==> config.mk <==
export PLATFORM = sky130hd
export DESIGN_NAME = nano_dsi_phy_tx
export DESIGN_NICKNAME = d
export VERILOG_FILES = /design/src/rtl/nano_dsi_pkg.sv /design/src/rtl/nano_dsi_clk.sv /design/src/rtl/nano_dsi_data.sv /design/src/rtl/nano_dsi_timer.sv /design/src/rtl/nano_dsi_phy_tx.sv
export SDC_FILE = /design/constraint.sdc
export NUM_CORES = 1
export LEC_CHECK = 0
export CAP_MARGIN = 20
export CORE_MARGIN = 2
export CORE_UTILIZATION = 50
export DETAILED_ROUTE_END_ITERATION = 16
export GPL_TIMING_DRIVEN = 0
export HOLD_SLACK_MARGIN = 0.1
export PLACE_DENSITY = 0.85
export SLEW_MARGIN = 10
export SYNTH_ARGS = -nofsm -noshare
export SYNTH_HDL_FRONTEND = slang
export SYNTH_SLANG_ARGS = --single-unit
==> constraint.sdc <==
create_clock -name clk -period 3 [get_ports clk]
set_input_delay 0.6 -clock clk [delete_from_list [all_inputs] [get_ports clk]]
set_output_delay 0.6 -clock clk [all_outputs]
set_load 0.005 [all_outputs]
==> src/rtl/nano_dsi_pkg.sv <==
// Shared definitions for the nano DSI D-PHY transmit front end:
// LP line encodings, the HS sync byte, lane state types and the
// phase-length helper used to load the phase timers.
package nano_dsi_pkg;

    // LP line pair encodings, packed as {lp_p, lp_n}
    localparam logic [1:0] LP11 = 2'b11;
    localparam logic [1:0] LP01 = 2'b01;
    localparam logic [1:0] LP00 = 2'b00;

    // Leader byte sent before the packet payload
    localparam logic [7:0] SYNC_BYTE = 8'hB8;

    typedef enum logic [2:0] {
        CLK_IDLE  = 3'd0,
        CLK_LPX   = 3'd1,
        CLK_PREP  = 3'd2,
        CLK_ZERO  = 3'd3,
        CLK_RUN   = 3'd4,
        CLK_TRAIL = 3'd5,
        CLK_EXIT  = 3'd6
    } clk_state_e;

    typedef enum logic [3:0] {
        DAT_IDLE    = 4'd0,
        DAT_LPX     = 4'd1,
        DAT_PREP    = 4'd2,
        DAT_ZERO    = 4'd3,
        DAT_ALIGN   = 4'd4,
        DAT_SYNC    = 4'd5,
        DAT_PAYLOAD = 4'd6,
        DAT_TRAIL   = 4'd7,
        DAT_EXIT    = 4'd8
    } dat_state_e;

    // Timer load value for a phase of cfg cycles; a zero setting behaves as one cycle
    function automatic logic [7:0] phase_load(input logic [7:0] cfg);
        phase_load = (cfg == 8'd0) ? 8'd0 : (cfg - 8'd1);
    endfunction

endpackage

==> src/rtl/nano_dsi_clk.sv <==
// Clock lane of the D-PHY transmitter: LP entry sequence, free-running HS
// clock with a byte-boundary strobe, and HS exit. Defining
// NANO_DSI_CLK_CONT_EN keeps the lane in RUN once reached (continuous clock).
module nano_dsi_clk import nano_dsi_pkg::*; (
    input  logic       clk,
    input  logic       rst,
    input  logic [7:0] cfg_lpx_i,
    input  logic [7:0] cfg_hs_prep_i,
    input  logic [7:0] cfg_hs_zero_i,
    input  logic [7:0] cfg_hs_trail_i,
    input  logic       hs_clk_req_i,
    output logic       hs_clk_rdy_o,
    output logic       clk_sync_o,
    output logic       lp_p_o,
    output logic       lp_n_o,
    output logic       hs_p_o,
    output logic       hs_n_o
);

    clk_state_e state_q, state_d;
    logic [2:0] bit_cnt_q, bit_cnt_d;
    logic       tog_q, tog_d;
    logic       stop_q, stop_d;
    logic [1:0] lp_q, lp_d;
    logic       hs_p_q, hs_p_d;
    logic       hs_n_q, hs_n_d;
    logic       rdy_q, rdy_d;
    logic       sync_q, sync_d;
    logic       tmr_load_s;
    logic [7:0] tmr_val_s;
    logic       tmr_done_s;

    nano_dsi_timer u_timer (
        .clk        (clk),
        .rst        (rst),
        .load_i     (tmr_load_s),
        .load_val_i (tmr_val_s),
        .done_o     (tmr_done_s)
    );

    // Lane sequencing, RUN bit counter and HS clock toggle
    always_comb begin
        state_d    = state_q;
        bit_cnt_d  = bit_cnt_q;
        tog_d      = tog_q;
        stop_d     = stop_q;
        tmr_load_s = 1'b0;
        tmr_val_s  = 8'd0;
        case (state_q)
            CLK_IDLE: begin
                if (hs_clk_req_i) begin
                    state_d    = CLK_LPX;
                    tmr_load_s = 1'b1;
                    tmr_val_s  = phase_load(cfg_lpx_i);
                end else begin
                    state_d = CLK_IDLE;
                end
            end
            CLK_LPX: begin
                if (tmr_done_s) begin
                    state_d    = CLK_PREP;
                    tmr_load_s = 1'b1;
                    tmr_val_s  = phase_load(cfg_hs_prep_i);
                end else begin
                    state_d = CLK_LPX;
                end
            end
            CLK_PREP: begin
                if (tmr_done_s) begin
                    state_d    = CLK_ZERO;
                    tmr_load_s = 1'b1;
                    tmr_val_s  = phase_load(cfg_hs_zero_i);
                end else begin
                    state_d = CLK_PREP;
                end
            end
            CLK_ZERO: begin
                if (tmr_done_s) begin
                    state_d   = CLK_RUN;
                    bit_cnt_d = 3'd0;
                    tog_d     = 1'b1;
                    stop_d    = 1'b0;
                end else begin
                    state_d = CLK_ZERO;
                end
            end
            CLK_RUN: begin
                bit_cnt_d = bit_cnt_q + 3'd1;
                tog_d     = ~tog_q;
`ifdef NANO_DSI_CLK_CONT_EN
                // Continuous clock: the request is not looked at again
                state_d = CLK_RUN;
                stop_d  = 1'b0;
`else
                // A drop of the request, however short, is remembered until the byte ends
                if ((bit_cnt_q == 3'd7) && (stop_q || !hs_clk_req_i)) begin
                    state_d    = CLK_TRAIL;
                    stop_d     = 1'b0;
                    tog_d      = 1'b0;
                    tmr_load_s = 1'b1;
                    tmr_val_s  = phase_load(cfg_hs_trail_i);
                end else if (!hs_clk_req_i) begin
                    stop_d = 1'b1;
                end else begin
                    stop_d = stop_q;
                end
`endif
            end
            CLK_TRAIL: begin
                if (tmr_done_s) begin
                    state_d    = CLK_EXIT;
                    tmr_load_s = 1'b1;
                    tmr_val_s  = phase_load(cfg_lpx_i);
                end else begin
                    state_d = CLK_TRAIL;
                end
            end
            CLK_EXIT: begin
                if (tmr_done_s) begin
                    state_d = CLK_IDLE;
                end else begin
                    state_d = CLK_EXIT;
                end
            end
            default: begin
                state_d = CLK_IDLE;
            end
        endcase
    end

    // Pin and flag values for the state being entered, so outputs are registered
    always_comb begin
        lp_d   = LP11;
        hs_p_d = 1'b0;
        hs_n_d = 1'b0;
        case (state_d)
            CLK_IDLE, CLK_EXIT: begin
                lp_d = LP11;
            end
            CLK_LPX: begin
                lp_d = LP01;
            end
            CLK_PREP: begin
                lp_d = LP00;
            end
            CLK_ZERO, CLK_TRAIL: begin
                lp_d   = LP00;
                hs_n_d = 1'b1;
            end
            CLK_RUN: begin
                lp_d   = LP00;
                hs_p_d = tog_d;
                hs_n_d = ~tog_d;
            end
            default: begin
                lp_d = LP11;
            end
        endcase
        rdy_d  = (state_d == CLK_RUN);
        sync_d = (state_d == CLK_RUN) && (bit_cnt_d == 3'd7);
    end

    // State and output registers
    always_ff @(posedge clk) begin
        if (rst) begin
            state_q   <= CLK_IDLE;
            bit_cnt_q <= 3'd0;
            tog_q     <= 1'b0;
            stop_q    <= 1'b0;
            lp_q      <= LP11;
            hs_p_q    <= 1'b0;
            hs_n_q    <= 1'b0;
            rdy_q     <= 1'b0;
            sync_q    <= 1'b0;
        end else begin
            state_q   <= state_d;
            bit_cnt_q <= bit_cnt_d;
            tog_q     <= tog_d;
            stop_q    <= stop_d;
            lp_q      <= lp_d;
            hs_p_q    <= hs_p_d;
            hs_n_q    <= hs_n_d;
            rdy_q     <= rdy_d;
            sync_q    <= sync_d;
        end
    end

    assign lp_p_o       = lp_q[1];
    assign lp_n_o       = lp_q[0];
    assign hs_p_o       = hs_p_q;
    assign hs_n_o       = hs_n_q;
    assign hs_clk_rdy_o = rdy_q;
    assign clk_sync_o   = sync_q;

endmodule

==> src/rtl/nano_dsi_data.sv <==
// Data lane of the D-PHY transmitter: waits for a byte boundary, runs the
// LP/HS entry sequence, sends the sync byte and payload LSB-first aligned to
// the clock lane strobe, then trails with the inverse of the last bit.
module nano_dsi_data import nano_dsi_pkg::*; (
    input  logic       clk,
    input  logic       rst,
    input  logic [7:0] cfg_lpx_i,
    input  logic [7:0] cfg_hs_prep_i,
    input  logic [7:0] cfg_hs_zero_i,
    input  logic [7:0] cfg_hs_trail_i,
    input  logic       clk_sync_i,
    input  logic       hs_start_i,
    input  logic [7:0] hs_data_i,
    input  logic       hs_last_i,
    output logic       hs_ack_o,
    output logic       lp_p_o,
    output logic       lp_n_o,
    output logic       hs_p_o,
    output logic       hs_n_o
);

    dat_state_e state_q, state_d;
    logic       pending_q, pending_d;
    logic [7:0] sh_q, sh_d;
    logic [2:0] bit_idx_q, bit_idx_d;
    logic       last_q, last_d;
    logic       trail_bit_q, trail_bit_d;
    logic [1:0] lp_q, lp_d;
    logic       hs_p_q, hs_p_d;
    logic       hs_n_q, hs_n_d;
    logic       ack_q, ack_d;
    logic       tmr_load_s;
    logic [7:0] tmr_val_s;
    logic       tmr_done_s;

    nano_dsi_timer u_timer (
        .clk        (clk),
        .rst        (rst),
        .load_i     (tmr_load_s),
        .load_val_i (tmr_val_s),
        .done_o     (tmr_done_s)
    );

    // Packet sequencing, shift register and end-of-packet tracking
    always_comb begin
        state_d     = state_q;
        pending_d   = pending_q;
        sh_d        = sh_q;
        bit_idx_d   = bit_idx_q;
        last_d      = last_q;
        trail_bit_d = trail_bit_q;
        tmr_load_s  = 1'b0;
        tmr_val_s   = 8'd0;
        case (state_q)
            DAT_IDLE: begin
                // A start in the same cycle as the strobe is honoured immediately
                if (pending_q || hs_start_i) begin
                    if (clk_sync_i) begin
                        state_d    = DAT_LPX;
                        pending_d  = 1'b0;
                        tmr_load_s = 1'b1;
                        tmr_val_s  = phase_load(cfg_lpx_i);
                    end else begin
                        pending_d = 1'b1;
                    end
                end else begin
                    pending_d = pending_q;
                end
            end
            DAT_LPX: begin
                if (tmr_done_s) begin
                    state_d    = DAT_PREP;
                    tmr_load_s = 1'b1;
                    tmr_val_s  = phase_load(cfg_hs_prep_i);
                end else begin
                    state_d = DAT_LPX;
                end
            end
            DAT_PREP: begin
                if (tmr_done_s) begin
                    state_d    = DAT_ZERO;
                    tmr_load_s = 1'b1;
                    tmr_val_s  = phase_load(cfg_hs_zero_i);
                end else begin
                    state_d = DAT_PREP;
                end
            end
            DAT_ZERO: begin
                if (tmr_done_s) begin
                    state_d = DAT_ALIGN;
                end else begin
                    state_d = DAT_ZERO;
                end
            end
            DAT_ALIGN: begin
                // The strobe marks the last bit of a clock byte; sync starts on the next one
                if (clk_sync_i) begin
                    state_d   = DAT_SYNC;
                    sh_d      = SYNC_BYTE;
                    bit_idx_d = 3'd0;
                    last_d    = 1'b0;
                end else begin
                    state_d = DAT_ALIGN;
                end
            end
            DAT_SYNC, DAT_PAYLOAD: begin
                if (bit_idx_q == 3'd7) begin
                    if ((state_q == DAT_SYNC) || !last_q) begin
                        state_d   = DAT_PAYLOAD;
                        sh_d      = hs_data_i;
                        last_d    = hs_last_i;
                        bit_idx_d = 3'd0;
                    end else begin
                        state_d     = DAT_TRAIL;
                        trail_bit_d = ~sh_q[0];
                        tmr_load_s  = 1'b1;
                        tmr_val_s   = phase_load(cfg_hs_trail_i);
                    end
                end else begin
                    sh_d      = {1'b0, sh_q[7:1]};
                    bit_idx_d = bit_idx_q + 3'd1;
                end
            end
            DAT_TRAIL: begin
                if (tmr_done_s) begin
                    state_d    = DAT_EXIT;
                    tmr_load_s = 1'b1;
                    tmr_val_s  = phase_load(cfg_lpx_i);
                end else begin
                    state_d = DAT_TRAIL;
                end
            end
            DAT_EXIT: begin
                if (tmr_done_s) begin
                    state_d = DAT_IDLE;
                end else begin
                    state_d = DAT_EXIT;
                end
            end
            default: begin
                state_d = DAT_IDLE;
            end
        endcase
    end

    // Pin values and ack for the state being entered, so outputs are registered
    always_comb begin
        lp_d   = LP11;
        hs_p_d = 1'b0;
        hs_n_d = 1'b0;
        case (state_d)
            DAT_IDLE, DAT_EXIT: begin
                lp_d = LP11;
            end
            DAT_LPX: begin
                lp_d = LP01;
            end
            DAT_PREP: begin
                lp_d = LP00;
            end
            DAT_ZERO, DAT_ALIGN: begin
                lp_d   = LP00;
                hs_n_d = 1'b1;
            end
            DAT_SYNC, DAT_PAYLOAD: begin
                lp_d   = LP00;
                hs_p_d = sh_d[0];
                hs_n_d = ~sh_d[0];
            end
            DAT_TRAIL: begin
                lp_d   = LP00;
                hs_p_d = trail_bit_d;
                hs_n_d = ~trail_bit_d;
            end
            default: begin
                lp_d = LP11;
            end
        endcase
        // Ack rides on the last bit of every byte that is followed by another
        ack_d = (bit_idx_d == 3'd7) &&
                ((state_d == DAT_SYNC) || ((state_d == DAT_PAYLOAD) && !last_d));
    end

    // State and output registers
    always_ff @(posedge clk) begin
        if (rst) begin
            state_q     <= DAT_IDLE;
            pending_q   <= 1'b0;
            sh_q        <= 8'd0;
            bit_idx_q   <= 3'd0;
            last_q      <= 1'b0;
            trail_bit_q <= 1'b0;
            lp_q        <= LP11;
            hs_p_q      <= 1'b0;
            hs_n_q      <= 1'b0;
            ack_q       <= 1'b0;
        end else begin
            state_q     <= state_d;
            pending_q   <= pending_d;
            sh_q        <= sh_d;
            bit_idx_q   <= bit_idx_d;
            last_q      <= last_d;
            trail_bit_q <= trail_bit_d;
            lp_q        <= lp_d;
            hs_p_q      <= hs_p_d;
            hs_n_q      <= hs_n_d;
            ack_q       <= ack_d;
        end
    end

    assign lp_p_o   = lp_q[1];
    assign lp_n_o   = lp_q[0];
    assign hs_p_o   = hs_p_q;
    assign hs_n_o   = hs_n_q;
    assign hs_ack_o = ack_q;

endmodule

==> src/rtl/nano_dsi_timer.sv <==
// Phase timer: 8-bit down-counter. Loading N-1 on the edge that enters a
// phase makes done_o rise in the N-th cycle of that phase.
module nano_dsi_timer (
    input  logic       clk,
    input  logic       rst,
    input  logic       load_i,
    input  logic [7:0] load_val_i,
    output logic       done_o
);

    logic [7:0] cnt_q;
    logic [7:0] cnt_d;

    // Load on request, otherwise count down and rest at zero
    always_comb begin
        cnt_d = cnt_q;
        if (load_i) begin
            cnt_d = load_val_i;
        end else if (cnt_q != 8'd0) begin
            cnt_d = cnt_q - 8'd1;
        end else begin
            cnt_d = cnt_q;
        end
    end

    // Counter register
    always_ff @(posedge clk) begin
        if (rst) begin
            cnt_q <= 8'd0;
        end else begin
            cnt_q <= cnt_d;
        end
    end

    assign done_o = (cnt_q == 8'd0);

endmodule

==> src/rtl/nano_dsi_phy_tx.sv <==
// Single-lane DSI D-PHY transmit front end: one clock lane and one data lane.
// The data lane is slaved to the clock lane's byte strobe only; it never
// waits on hs_clk_rdy. Build option NANO_DSI_CLK_CONT_EN selects a
// continuous HS clock.
module nano_dsi_phy_tx import nano_dsi_pkg::*; (
    input  logic       clk,
    input  logic       rst,
    input  logic [7:0] cfg_lpx,
    input  logic [7:0] cfg_hs_prep,
    input  logic [7:0] cfg_hs_zero,
    input  logic [7:0] cfg_hs_trail,
    input  logic       hs_clk_req,
    output logic       hs_clk_rdy,
    input  logic       hs_start,
    input  logic [7:0] hs_data,
    input  logic       hs_last,
    output logic       hs_ack,
    output logic       clk_lp_p,
    output logic       clk_lp_n,
    output logic       clk_hs_p,
    output logic       clk_hs_n,
    output logic       data_lp_p,
    output logic       data_lp_n,
    output logic       data_hs_p,
    output logic       data_hs_n
);

    logic clk_sync_s;

    nano_dsi_clk u_clk (
        .clk            (clk),
        .rst            (rst),
        .cfg_lpx_i      (cfg_lpx),
        .cfg_hs_prep_i  (cfg_hs_prep),
        .cfg_hs_zero_i  (cfg_hs_zero),
        .cfg_hs_trail_i (cfg_hs_trail),
        .hs_clk_req_i   (hs_clk_req),
        .hs_clk_rdy_o   (hs_clk_rdy),
        .clk_sync_o     (clk_sync_s),
        .lp_p_o         (clk_lp_p),
        .lp_n_o         (clk_lp_n),
        .hs_p_o         (clk_hs_p),
        .hs_n_o         (clk_hs_n)
    );

    nano_dsi_data u_data (
        .clk            (clk),
        .rst            (rst),
        .cfg_lpx_i      (cfg_lpx),
        .cfg_hs_prep_i  (cfg_hs_prep),
        .cfg_hs_zero_i  (cfg_hs_zero),
        .cfg_hs_trail_i (cfg_hs_trail),
        .clk_sync_i     (clk_sync_s),
        .hs_start_i     (hs_start),
        .hs_data_i      (hs_data),
        .hs_last_i      (hs_last),
        .hs_ack_o       (hs_ack),
        .lp_p_o         (data_lp_p),
        .lp_n_o         (data_lp_n),
        .hs_p_o         (data_hs_p),
        .hs_n_o         (data_hs_n)
    );

endmodule

==> flow_summary.ini <==
[layout]
layout.cells.non_filler = 676
n_antenna_cell = 0
layout_commonest_cell = nor2_1
multiInputGateArea_um2 = 2620
fill_cells = 682
register_area_um2 = 1060
area_growth_pct = 20.0
utilization_pct = 61.3
drive_gt1_share_pct = 6.45
final_cell_mix = nor2_1 (74), clkdlybuf4s50_1 (54), dfxtp_1 (53), a21oi_1 (44), nand2_1 (39)
fin_nets = 634

[power]
switching_share_pct = 40.0
pwr-share-seq_pct = 34.1
leakagePower_uw = 0.00174
p_int_uw = 1640
peakVddDrop_v = 0.000354
clockPowerShare_pct = 17.5
power_uw = 2740
p_comb_share_pct = 48.4
power_density_nw_per_um2 = 588
switching_power_uw = 1100

[synth]
synth_top_area_share_pct = 27.3
ys_top_cells_by_area = dfxtp_1 (27%), nor2_1 (7.2%), a21oi_1 (5.7%)
synth_seq_cells = 53
async_flop_share_pct = 0
ys_types = 70
yosysTopAreaCell = dfxtp_1
avgSynthCellArea_um2 = 7.57
netlist_instances = 513
synthesis.area_um2 = 3880
seq_area_frac_synth_pct = 27.3
syn_nets = 573
yosys_warnings = 0
synthFlopType = dfxtp_1
synth_edf_count = 0

[sta]
period_share_pct = 94.0
final-setup-viol-count = 0
fin_ws_ns = 0.179
holdWs_ns = 0.471
maxSlewViolCount = 0
hold_viol = 0
finalCriticalPeriod_ns = 2.82
fmax_mhz = 354
slew_headroom_pct = 43.4
rsz0062_at_grt = false
skew_ns = 0.0111
worst_pin_slew_ns = 0.837

[drt]
drt_iter0_drc = 324
wl_per_cell_um = 17.1
drt-total-wl_um = 11600
ant_nets = 0
firstDrtPassIters = 5
vias_per_cell = 6.23
vias = 4209
drc = 0

[cts]
cts_tree = built
cts_buffers = 5
post_cts_resize_count = 0
cts.clk_slew.worst_paths_ns = 0.10
cts_sinks = 53
postCtsSetupRepairBufs = 0
htree_levels = 2
cts_buffer_depth = 2
clk_latency_ns = 0.31
cts_hold_buf = 0
cts-root-buf = clkbuf_8

[critical_path]
crit_required_ns = 3.19
worstSetupPathType = reg2reg
start_kind = register
worst-endpoint-arrival_ns = 3.01
end_kind = register
critPathMaxFanout = 10

[grt]
grt-ovfl-total = 0
grt_pass1_wl_um = 18700
grt_max_degree = 16
grt_use_total_pct = 27.0
grt_antenna_before_repair = 0
grt_pass1_vias = 4007

[floorplan]
die_y_um = 92.1
io_pins = 55
design.die.area_um2 = 8490
coreArea_um2 = 7610
std_cell_rows = 32
initial_core_util_pct = 51.1
die_w_um = 92.1

[outcome]
status = completed

[place]
dp_hpwl_um = 8940
dp.cells = 669
place.gp.congestion = 0.966
port_buffers = 54
pre_cts_ws_ns = -0.309

[job]
maxCapViolations = 0

[hold_path]
hp-class = reg2reg
-- synthesized netlist by cell type (8+ instances only) --
cell type and instances:
inv_1 23, o21ai_0 10, nor2_1 74, nand3_1 17, xor2_1 8, mux2i_1 9
a21oi_1 44, nand2_1 39, nand2b_1 8, a22oi_1 9, ha_1 15, nor3_1 28
a221oi_1 12, xnor2_1 13, clkbuf_1 19, dfxtp_1 53
-- layout make-up --
type / instances / area share [%]
Timing Repair Buffer: 54 / 11.6
Tap cell: 102 / 2.74
Sequential cell: 53 / 22.8
Multi-Input combinational cell: 410 / 56.3
Clock inverter: 2 / 0.751
Buffer: 27 / 2.55
Clock buffer: 5 / 1.48
Inverter: 23 / 1.85
-- power groups by stage --
stage          combinational, uW  sequential [uW]  clock [uW]
2_1_floorplan                978              919           0
3_3_place_gp                1260              937           0
3_5_place_dp                1300              947           0
4_1_cts                     1310              930         482
5_1_grt                     1450              953         511
6_report                    1330              934         480
-- per-layer routing --
metal  wire length [um]  GRT usage [%]  part of all wire (%)
met3                862           3.70                   7.4
met1               4850           34.3                    42
met4                250           8.83                   2.2
met2               5620           47.1                    49
met5                  0              0                     0
-- sequential cells by signal, indices dropped and copies added (netlist names), 2 cells and up --
name                  flops
u_data.lp_q               2
u_data.u_timer.cnt_q      8
u_data.sh_q               8
u_data.bit_idx_q          3
u_clk.lp_q                2
u_clk.state_q             3
u_clk.bit_cnt_q           3
u_clk.u_timer.cnt_q       8
u_data.state_q            4
-- worst paths after layout --
check / slack [ns] / startpoint / to / cells past startpoint
max: 0.18 / u_data.bit_idx_q[0]$_SDFF_PP0_ / u_data.u_timer.cnt_q[7]$_SDFFE_PP0P_ / 11
min: 0.47 / u_clk.bit_cnt_q[1]$_SDFF_PP0_ / u_clk.bit_cnt_q[1]$_SDFF_PP0_ / 2
max reg2reg: 0.18 / u_data.bit_idx_q[0]$_SDFF_PP0_ / u_data.u_timer.cnt_q[7]$_SDFFE_PP0P_ / 11
min reg2reg: 0.47 / u_clk.bit_cnt_q[1]$_SDFF_PP0_ / u_clk.bit_cnt_q[1]$_SDFF_PP0_ / 2
-- kinds of logic (layout without fill, tap and decap cells) --
kind of cell             after synthesis  count (layout)  synth area share (%)
adder cells (fa/ha/maj)               16              16                  5.09
AO/OA/AOI/OAI                        135             135                  23.8
flip-flops                            53              53                  27.3
XOR/XNOR                              21              21                  4.74
buffers and inverters                 50             111                  5.28
AND/OR/NAND/NOR                      226             226                  30.6
multiplexers                          12              12                  3.19
-- critical path, cell delays in order (launching register included) --
cell and delay [ns]:
dfxtp_1 0.40, ha_1 0.18, ha_1 0.14, clkbuf_1 0.32, nand2_1 0.16, or3_1 0.32
clkbuf_1 0.24, o311ai_1 0.21, buf_2 0.31, nor2_1 0.08, a221oi_1 0.23, a21oi_1 0.10
-- metrics by stage --
stage | setup TNS [ns] | area (um2)
2_1_floorplan | 0 | 3880
3_3_place_gp | -0.324 | 4550
3_5_place_dp | -0.729 | 4550
4_1_cts | 0 | 4660
5_1_grt | 0 | 4660
6_report | 0 | 4660
No activity file was read; power rests on OpenSTA's default activity.
